===== src/rtl/uart_pkg.sv =====
// Shared UART receive-path constants: stored entry layout and default line terminator.
package uart_pkg;

   localparam int unsigned EntryW    = 10;
   localparam int unsigned DataW     = 8;
   localparam int unsigned ParityBit = 8;
   localparam int unsigned FrameBit  = 9;

   localparam logic [7:0] DefaultEol = 8'h0D;

   function automatic logic [EntryW-1:0] pack_entry(input logic [DataW-1:0] data,
                                                    input logic             par_err,
                                                    input logic             frm_err);
      return {frm_err, par_err, data};
   endfunction

endpackage


===== src/rtl/uart_fifo_ram.sv =====
// Storage array for the receive FIFO: one synchronous write port, one asynchronous read port.
module uart_fifo_ram
   import uart_pkg::*;
#(
   parameter int unsigned AddrW = 4,
   parameter int unsigned Width = EntryW
) (
   input  logic             clk_i,
   input  logic             we_i,
   input  logic [AddrW-1:0] waddr_i,
   input  logic [Width-1:0] wdata_i,
   input  logic [AddrW-1:0] raddr_i,
   output logic [Width-1:0] rdata_o
);

   // No reset: the owner masks the read data while the queue is empty.
   logic [Width-1:0] mem_q [2**AddrW];

   always_ff @(posedge clk_i) begin
      if (we_i) begin
         mem_q[waddr_i] <= wdata_i;
      end
   end

   assign rdata_o = mem_q[raddr_i];

endmodule


===== src/rtl/uart_rx_fifo.sv =====
// Receive FIFO behind a UART receiver: stores bytes with their error flags, tracks
// buffered line terminators, and flags dropped bytes with a sticky overflow bit.
module uart_rx_fifo
   import uart_pkg::*;
#(
   parameter int unsigned ADDR_W   = 4,
   parameter logic [7:0]  EOL_CHAR = DefaultEol
) (
   input  logic              clk,
   input  logic              reset_n,
   input  logic              rx_done_tick,
   input  logic [7:0]        din,
   input  logic              e_parity,
   input  logic              e_frame,
   input  logic              rd,
   output logic [7:0]        rd_data,
   output logic              rd_e_parity,
   output logic              rd_e_frame,
   output logic              empty,
   output logic              full,
   output logic              overflow,
   input  logic              clr_overflow,
   output logic [ADDR_W:0]   line_count,
   output logic              line_ready
);

   localparam logic [ADDR_W:0] Depth  = {1'b1, {ADDR_W{1'b0}}};
   localparam logic [ADDR_W:0] CntOne = (ADDR_W + 1)'(1);
   localparam logic [ADDR_W-1:0] PtrOne = ADDR_W'(1);

   logic [ADDR_W-1:0] wr_ptr_q, wr_ptr_d;
   logic [ADDR_W-1:0] rd_ptr_q, rd_ptr_d;
   logic [ADDR_W:0]   count_q, count_d;
   logic [ADDR_W:0]   line_q, line_d;
   logic              overflow_q, overflow_d;
   logic              full_q, full_d;
   logic              empty_q, empty_d;

   logic              wr_en, rd_en, drop;
   logic              eol_in, eol_out;
   logic [EntryW-1:0] wr_entry, head;

   // A full FIFO can still accept a byte when the consumer frees a slot in the same cycle.
   assign wr_en   = rx_done_tick && (!full_q || rd);
   assign rd_en   = rd && !empty_q;
   assign drop    = rx_done_tick && full_q && !rd;
   assign eol_in  = (din == EOL_CHAR);
   assign eol_out = (head[DataW-1:0] == EOL_CHAR);

   assign wr_entry = pack_entry(din, e_parity, e_frame);

   uart_fifo_ram #(
      .AddrW (ADDR_W),
      .Width (EntryW)
   ) u_ram (
      .clk_i   (clk),
      .we_i    (wr_en),
      .waddr_i (wr_ptr_q),
      .wdata_i (wr_entry),
      .raddr_i (rd_ptr_q),
      .rdata_o (head)
   );

   always_comb begin
      wr_ptr_d = wr_en ? wr_ptr_q + PtrOne : wr_ptr_q;
      rd_ptr_d = rd_en ? rd_ptr_q + PtrOne : rd_ptr_q;

      count_d = count_q;
      unique case ({wr_en, rd_en})
         2'b10:   count_d = count_q + CntOne;
         2'b01:   count_d = count_q - CntOne;
         default: count_d = count_q;
      endcase

      line_d = line_q;
      unique case ({wr_en && eol_in, rd_en && eol_out})
         2'b10:   line_d = line_q + CntOne;
         2'b01:   line_d = line_q - CntOne;
         default: line_d = line_q;
      endcase

      // A drop in the same cycle as a clear wins, so no lost byte goes unreported.
      overflow_d = overflow_q;
      if (drop) begin
         overflow_d = 1'b1;
      end else if (clr_overflow) begin
         overflow_d = 1'b0;
      end

      full_d  = (count_d == Depth);
      empty_d = (count_d == '0);
   end

   always_ff @(posedge clk or negedge reset_n) begin
      if (!reset_n) begin
         wr_ptr_q   <= '0;
         rd_ptr_q   <= '0;
         count_q    <= '0;
         line_q     <= '0;
         overflow_q <= 1'b0;
         full_q     <= 1'b0;
         empty_q    <= 1'b1;
      end else begin
         wr_ptr_q   <= wr_ptr_d;
         rd_ptr_q   <= rd_ptr_d;
         count_q    <= count_d;
         line_q     <= line_d;
         overflow_q <= overflow_d;
         full_q     <= full_d;
         empty_q    <= empty_d;
      end
   end

   assign rd_data     = empty_q ? 8'h00 : head[DataW-1:0];
   assign rd_e_parity = empty_q ? 1'b0 : head[ParityBit];
   assign rd_e_frame  = empty_q ? 1'b0 : head[FrameBit];

   assign empty      = empty_q;
   assign full       = full_q;
   assign overflow   = overflow_q;
   assign line_count = line_q;
   assign line_ready = (line_q != '0);

endmodule

===== config.mk =====
export PLATFORM = sky130hd
export DESIGN_NAME = uart_rx_fifo
export DESIGN_NICKNAME = d
export VERILOG_FILES = /design/src/rtl/uart_pkg.sv /design/src/rtl/uart_fifo_ram.sv /design/src/rtl/uart_rx_fifo.sv
export SDC_FILE = /design/constraint.sdc
export NUM_CORES = 1
export LEC_CHECK = 0
export CORE_UTILIZATION = 34
export DETAILED_ROUTE_END_ITERATION = 12
export PLACE_DENSITY = 0.52
export SYNTH_ARGS = -nofsm -noshare
export SYNTH_HDL_FRONTEND = slang
export SYNTH_SLANG_ARGS = --single-unit

===== constraint.sdc =====
create_clock -name clk -period 4.15 [get_ports clk]
set_input_delay 0.6225 -clock clk [delete_from_list [all_inputs] [get_ports clk]]
set_output_delay 0.6225 -clock clk [all_outputs]
set_load 0.005 [all_outputs]

==> out/results.txt, run 1 <==
The tools report the worst flop-to-flop path startpoint as rd_ptr_q[0]. Tracing the worst setup path back leads to its startpoint at rd_ptr_q[0]. The multiplexer fraction of the synthesized cell area came out at 0.131. The class of the most critical setup path is flip-flop to flip-flop. The number of cells upsized or downsized after cts is 0, and the layout filler cell count is 1885. The global-route wire length before repair came out at 26.4 mm. Summed over all layers, the routed wires come to 17.6 mm. In this run the most critical hold path is launched from line_count[4]. Leakage power: 3.05 nW. Traced cell by cell, the critical path runs through buf_4, mux4_2, a22oi_1, nand3_1, or4_1, nor4_2, ha_2, inv_1, fa_1, nor2b_1, o21ai_0, and3_1, nor3_1, xor2_1. The die is 150 um wide. Relative to the synthesized area, the layout overhead comes to 18.4%.

The run gives 4 as the number of detailed-route iterations in the first pass. Dominant combinational cell family by area after synthesis: multiplexers. The synthesized area per cell is 18.2 um^2. IR analysis of the VDD net gives a maximum drop of 287 uV. The critical path data required time was 4.51 ns; the number of buffers added on ports was 33.

The vertical die dimension came out at 150 um. The synthesized instance count is 412, and the fraction of the mapped netlist area in compound gates is 0.0410. Setup violations remaining at the end of the flow were counted as 0.

The logs give 0.713 for the sequential cell area fraction in the yosys report and 0 for the final-report max-slew violation count. Total power for the finished layout comes to 0.00619 W. The mean routed wirelength per cell works out to 23.2 um.

The critical path runs through a total of 14 cells. The total DRC errors in the routed layout was 0. Synthesis produced a netlist with a net count of 442. Final hold analysis gives a worst-case slack of 0.502 ns. The DRC violation total after the first TritonRoute iteration was 364; the maximum single-stage delay on the critical path was 0.52 ns. The remaining antenna violation count after routing was 0; the transition time at the pin with the least slew margin was 1.03 ns.

The tools report the antenna diode count as 0. The H-tree depth reported by CTS was 4; the number of cells on the worst hold path was 1. The simple logic cell fraction of the synthesized area is 0.0485, and the placement-stage worst setup slack is 0.244 ns. For hold timing, the worst endpoint is line_count[4]. In this run the clock root is driven by a sky130_fd_sc_hd__clkbuf_16.

The weighted congestion at the end of routability-driven global placement is 0.780, and the worst-case clock buffer depth is 2. The path class of the lowest-slack min-delay path is flip-flop to flip-flop. The final hold violation count came out at 0. The length in cells of the worst reg-to-reg path was 14; the arrival time reported for the critical path endpoint was 4.26 ns. The logs give 0.351 for the initial standard-cell utilization of the core and 17 for the number of buffers inserted during clock tree synthesis.

The core region is 21300 um^2. Accumulated negative setup slack: 0 ns. Most used flip-flop cell after synthesis: sky130_fd_sc_hd__edfxtp_1.

TritonCTS built the clock tree. Setup repair after global routing left no endpoint under its margin. CTS saw 181 sinks.

The fraction of the cycle the final worst path needs works out to 0.939. The smallest clock period supported by the final layout is computed as 3.90 ns. The floorplan step defined a die boundary enclosing 22600 um^2. The proportion of synthesized flip-flops having asynchronous set or reset was 0.116; the number of ports placed on the die boundary was 34. The worst clock skew is 0.0148 ns, and the power per cell area is 699 nW/um^2. Clock latency on the worst-skew pair, taken at its later pin, is 0.44 ns.

Number of buffer and inverter instances along the worst setup path: 2. The synthesized design contains 160 enable-type register cells. The worst-case headroom to the max-slew limit is 0.311, and the average via count per standard cell is 5.14. Timing would allow up to 257 MHz. The via total after detailed routing was 3899. In this run the worst path has a maximum fanout of 10. The distinct cell type count after synthesis came out at 44.

The tools report the cell area after synthesis as 7480 um^2. The clock input transition at the sequential cells of the worst setup and hold paths is 0.07 ns. During synthesis, Yosys emitted a total of 0 warnings. Endpoint of the lowest-slack register-to-register path: line_count[4]. Fraction of layout instances using a drive strength above 1: 0.203. Max-cap violations in this run came to 0.

The tools report the global-route congestion overflow total as 0. The tools report the kind of start point of the critical path as a flip-flop. Via count of the first global-routing pass: 4024. The fraction of synthesized cell area in xor and xnor cells came out at 0.0164. The tools report the cts-stage hold buffer count as 0.

Setup slack on the worst reg-to-reg path comes out at 0.25 ns. The post-CTS setup repair buffer count is 0, and the maximum number of pins on one net before global-route repair is 37. The logs give 53 for the count of standard-cell rows and 8290 um^2 for the placed instance area. The total global-route track usage came out at 0.169.

The largest delay contributor family on the critical path is simple AND/OR/NAND/NOR gates. The run finished with clean final reports. The logs give 8860 um^2 for the final design area excluding fillers and 500 for the count of nets after finishing. The number of storage elements in the synthesis netlist is 181, and the area share of fa/ha/maj cells after synthesis is 0.0271. For the slack of the critical path, the log shows 0.252 ns. The tools report the sum of net half-perimeters after detailed placement as 11.0 mm. Type of destination of the critical path: a flip-flop. The initial antenna violation count is 0. Slowest cell on the critical path: sky130_fd_sc_hd__mux4_2.
-- sequential cells by signal (all words and copies together), names as in the netlist --
register and cells:
u_ram.mem_q 160, count_q 5, line_count 5, rd_ptr_q 4, wr_ptr_q 4, empty 1, full 1, overflow 1
-- logic make-up (layout without fill, tap and decap cells) --
family / Yosys count / after routing
flip-flops: 181 / 181
AND/OR/NAND/NOR: 67 / 67
multiplexers: 53 / 53
AO/OA/AOI/OAI: 46 / 46
buffers and inverters: 36 / 107
adder cells (fa/ha/maj): 15 / 15
XOR/XNOR: 14 / 14
-- where the power goes --
group	switching (W)	total (W)	internal (W)
registers	0.000184	0.00243	0.00224
logic	0.00112	0.00221	0.00110
clock network	0.000755	0.00155	0.000797
-- cell type report --
type,instances,area [um^2],share of cell area
Clock buffer,17,425,0.0480
Clock inverter,15,139,0.0157
Inverter,15,56.3,0.00636
Multi-Input combinational cell,195,2000,0.226
Sequential cell,181,5330,0.602
Tap cell,275,344,0.0388
Timing Repair Buffer,60,558,0.0630
-- worst max path at each step --
stage	endpoint	slack, ns
finish	line_count[4]	0.25
global route	line_count[4]	0.02
CTS	line_count[4]	0.21
detailed placement	line_count[4]	0.24
global placement	line_count[4]	0.29
floorplan	line_count[4]	0.65
-- per-layer routing --
layer | part of all wire | wire length, um | GRT usage
met3 | 0.057 | 995 | 0.0361
met4 | 0.0063 | 111 | 0.0485
met2 | 0.49 | 8630 | 0.261
met1 | 0.45 | 7820 | 0.239
met5 | 0 | 0 | 0
-- worst register-to-register path: cells and delay by family, from the launching register on --
family                     cells  cell delay [ns]
AOI/OAI and AO/OA              2             0.39
xor gates and xnor gates       1             0.17
adders and majority gates      2             0.67
buffers and inverters          2             0.33
DFF                            1             0.46
muxes                          1             0.52
and+or+nand+nor                6             1.29
-- cell usage in the layout, fill, tap and decap left out, types with 7 or more instances in the layout --
cell type / n
sky130_fd_sc_hd__o21ai_0: 10
sky130_fd_sc_hd__mux2i_1: 17
sky130_fd_sc_hd__xnor2_1: 8
sky130_fd_sc_hd__nand2_1: 14
sky130_fd_sc_hd__inv_1: 15
sky130_fd_sc_hd__nand3_1: 11
sky130_fd_sc_hd__dfrtp_1: 19
sky130_fd_sc_hd__buf_4: 25
sky130_fd_sc_hd__a221oi_1: 8
sky130_fd_sc_hd__and2_1: 10
sky130_fd_sc_hd__edfxtp_1: 160
sky130_fd_sc_hd__ha_1: 12
sky130_fd_sc_hd__clkdlybuf4s50_1: 33
sky130_fd_sc_hd__a21oi_1: 8
sky130_fd_sc_hd__nor2b_1: 7
sky130_fd_sc_hd__mux4_2: 29
sky130_fd_sc_hd__clkbuf_16: 17
sky130_fd_sc_hd__nor2_1: 8
-- synth_stat cells (all sizes together) (3+ instances only) --
master | n | area [um^2]
nor2 | 8 | 30.0
a31oi | 4 | 25.0
a22oi | 7 | 52.6
ha | 13 | 163
a21o | 3 | 22.5
xor2 | 6 | 52.6
dfrtp | 20 | 500
nor4 | 7 | 50.1
buf | 10 | 80.1
xnor2 | 8 | 70.1
nor2b | 7 | 43.8
inv | 15 | 56.3
a21oi | 8 | 40.0
and2 | 10 | 62.6
mux4 | 34 | 785
a221oi | 8 | 70.1
o21ai | 10 | 50.1
mux2i | 17 | 170
clkbuf | 11 | 41.3
edfxtp | 160 | 4800
nand3 | 11 | 55.1
nand2 | 14 | 52.6
-- metrics by stage --
stage | std cells | util
2_1_floorplan | 412 | -
3_3_place_gp | 726 | 0.389
3_5_place_dp | 726 | 0.389
4_1_cts | 758 | 0.416
5_1_grt | 758 | 0.416
6_report | 758 | 0.416
No activity file was read; power rests on OpenSTA's default activity.
==> inputs of run 2 (changes only) <==
--- a/config.mk
+++ b/config.mk
@@ -8,6 +8,7 @@
 export CORE_UTILIZATION = 34
 export DETAILED_ROUTE_END_ITERATION = 12
 export PLACE_DENSITY = 0.52
+export SETUP_SLACK_MARGIN = 0.1
 export SYNTH_ARGS = -nofsm -noshare
 export SYNTH_HDL_FRONTEND = slang
 export SYNTH_SLANG_ARGS = --single-unit
==> run 2 against run 1 <==
  * Combinational power grew 4%
  * Via count grew 2.0%
  * Die area is the same
  * Core utilization grew 0.27 points
  * Non-clock buffer count grew 3
  * Wire length grew 1.4%
  * Global-route usage is the same
  * Highest routed layer unchanged
  * First-iteration DRC count shrank 2.5%
==> out/results.txt, run 2 (same netlist as run 1, synthesis figures left out) <==
The run finished with clean final reports. 0 antenna diodes ended up in the layout. After the last flow step, the layout net total stands at 503.

The worst clock skew came out at 0.0154 ns. TritonCTS built the clock tree. For this design, the slowest cell found on the critical path is sky130_fd_sc_hd__or4_1. The max-cap check violation count was 0; the fraction of the core area covered by cells at the end of the flow was 0.419. The run gives 0.44 ns as the clock latency at the later pin of the worst-skew pair.

Arrival time reported for the critical path endpoint: 4.18 ns. The class of the most critical setup path is flip-flop to flip-flop. The run gives 34 as the number of ports placed on the die boundary. From left edge to right edge, the die measures 150 um. Path class of the lowest-slack min-delay path: flip-flop to flip-flop.

The logs give 0.387 for the sequential group share of total power and 53 for the count of standard-cell rows. The global-route wire length before repair is 26.4 mm. In this run the power spent charging and discharging nets is 0.00209 W. Port buffering added 33 buffers.

Fraction of the cycle the final worst path needs: 0.921. At the pin with the least slew margin, the transition time is 1.04 ns. For the maximum clock frequency, the log shows 262 MHz. The combinational fraction of design power was 0.365; the clock input transition at the sequential cells of the worst setup and hold paths was 0.07 ns. The global-route congestion overflow total came out at 0.

The run gives 3.08 nW as the leakage power. The worst ir drop on vdd is 287 uV. The via count of the first global-routing pass is 4024. In this run the worst path has a maximum fanout of 11. The tools report the number of buffers inserted during clock tree synthesis as 17.

In the layout the commonest cells are sky130_fd_sc_hd__edfxtp_1, sky130_fd_sc_hd__clkdlybuf4s50_1, sky130_fd_sc_hd__mux4_2. The worst setup path is captured at a flip-flop. Total wire length after detailed routing: 17.8 mm. STA classifies the critical path startpoint as a flip-flop.

Setup violations remaining at the end of the flow were counted as 0. The maximum number of pins on one net before global-route repair is 37. For the via total after detailed routing, the log shows 3977. Ranked by flip-flop count, first place goes to u_ram.mem_q. The final critical path time including I/O delays and setup is 3.82 ns, and the initial antenna violation count is 0. In this run the number of H-tree levels came out at 4. For the accumulated negative setup slack, the log shows 0 ns. The tools report the initial standard-cell utilization of the core as 0.351. Critical path data required time: 4.51 ns.

The switching fraction of total power was 0.334. The region available for standard cell placement spans 21300 um^2. Dividing total power by cell area gives a power density of 703 nW/um^2.

The first routing iteration left 355 violations. The total DRC errors in the routed layout was 0; the floorplan die area was 22600 um^2. For the remaining antenna violation count after routing, the log shows 0. The length in cells of the worst reg-to-reg path is 14.

The library cell used most frequently in the layout, excluding fill and tap cells, is sky130_fd_sc_hd__edfxtp_1. The maximum single-stage delay on the critical path works out to 0.56 ns. Internal power comes to 0.00418 W.

The total number of clock tree sinks was 181; the area growth from synthesis to final layout was 19.2%. The run gives 0.169 as the total global-route track usage. Average via count per standard cell: 5.23. Setup repair after global routing left no endpoint under its margin. Across all register-to-register paths, the minimum setup slack is 0.33 ns. The tools report the final-report max-slew violation count as 0. The sum of net half-perimeters after detailed placement is 11.0 mm, and the vertical die dimension is 150 um. Worst-case headroom to the max-slew limit: 0.302. The mean routed wirelength per cell came out at 23.4 um.

For the clock share of power, the log shows 0.247. Number of flip-flops in the largest register: 160. The run gives 2 as the worst-case clock buffer depth. The number of cells on the worst hold path came out at 1. For the final hold violation count, the log shows 0.

Before antenna repair, the detailed router went through 5 iterations. The fraction of layout instances using a drive strength above 1 came out at 0.210. The cell sitting at the root of the clock tree is a sky130_fd_sc_hd__clkbuf_16. The weighted congestion at the end of routability-driven global placement was 0.780. Traced cell by cell, the critical path runs through buf_12, mux4_2, a22oi_1, nand3_1, or4_1, nor4_4, ha_2, inv_1, fa_1, nor2b_1, o21ai_0, and3_1, nor3_1, xor2_1.
## run 2: final cells by class
cell class,count,area (um^2)
Timing Repair Buffer,63,602
Inverter,15,56.3
Clock buffer,17,425
Clock inverter,15,139
Fill cell,1882,12400
Multi-Input combinational cell,195,2020
Sequential cell,181,5330
Tap cell,275,344
## run 2: routing by layer
metal,vias to the layer above,part of all wire,wire length (um),track usage
li1,1768,-,-,-
met1,2100,0.46,8170,0.239
met2,101,0.49,8750,0.261
met3,8,0.042,751,0.0361
met4,0,0.0079,140,0.0485
met5,-,0,0,0
## run 2: final timing paths
kind / from / end
max reg2reg: rd_ptr_q[0] / line_count[4]
max in group asynchronous: reset_n / rd_ptr_q[0]
min: line_count[4] / line_count[4]
min in group asynchronous: reset_n / wr_ptr_q[3]
min reg2reg: line_count[4] / line_count[4]
max: rd_ptr_q[0] / line_count[4]
## run 2: power by group through the flow
stage | clock network [W] | registers, W | logic (W)
floorplan | 0 | 0.00236 | 0.00142
global placement | 0 | 0.00245 | 0.00222
detailed placement | 0 | 0.00247 | 0.00223
finish | 0.00155 | 0.00243 | 0.00229
global route | 0.00165 | 0.00245 | 0.00249
CTS | 0.00158 | 0.00243 | 0.00224
## run 2: repair_timing
action,in CTS,in global routing
setup buffers,0,2
endpoints found under the setup margin,0,1
gates resized for setup,0,5
hold buffers,0,0
## run 2: critical path, delay by kind of cell, from the launching register on
kind | cells | cell delay, ns
and+or+nand+nor | 6 | 1.35
xor gates and xnor gates | 1 | 0.17
AOI/OAI and AO/OA | 2 | 0.34
adders and majority gates | 2 | 0.66
DFF | 1 | 0.46
muxes | 1 | 0.50
buffers and inverters | 2 | 0.27
## run 2: through the flow
step	hold WS [ns]	cell area (um^2)	setup WS, ns	total power, W	instances
2_1_floorplan	0.327	7480	0.652	0.00378	412
3_3_place_gp	0.496	8290	0.287	0.00467	726
3_5_place_dp	0.497	8290	0.244	0.00470	726
4_1_cts	0.505	8850	0.206	0.00624	758
5_1_grt	0.525	8920	0.121	0.00659	761
6_report	0.503	8920	0.327	0.00627	761
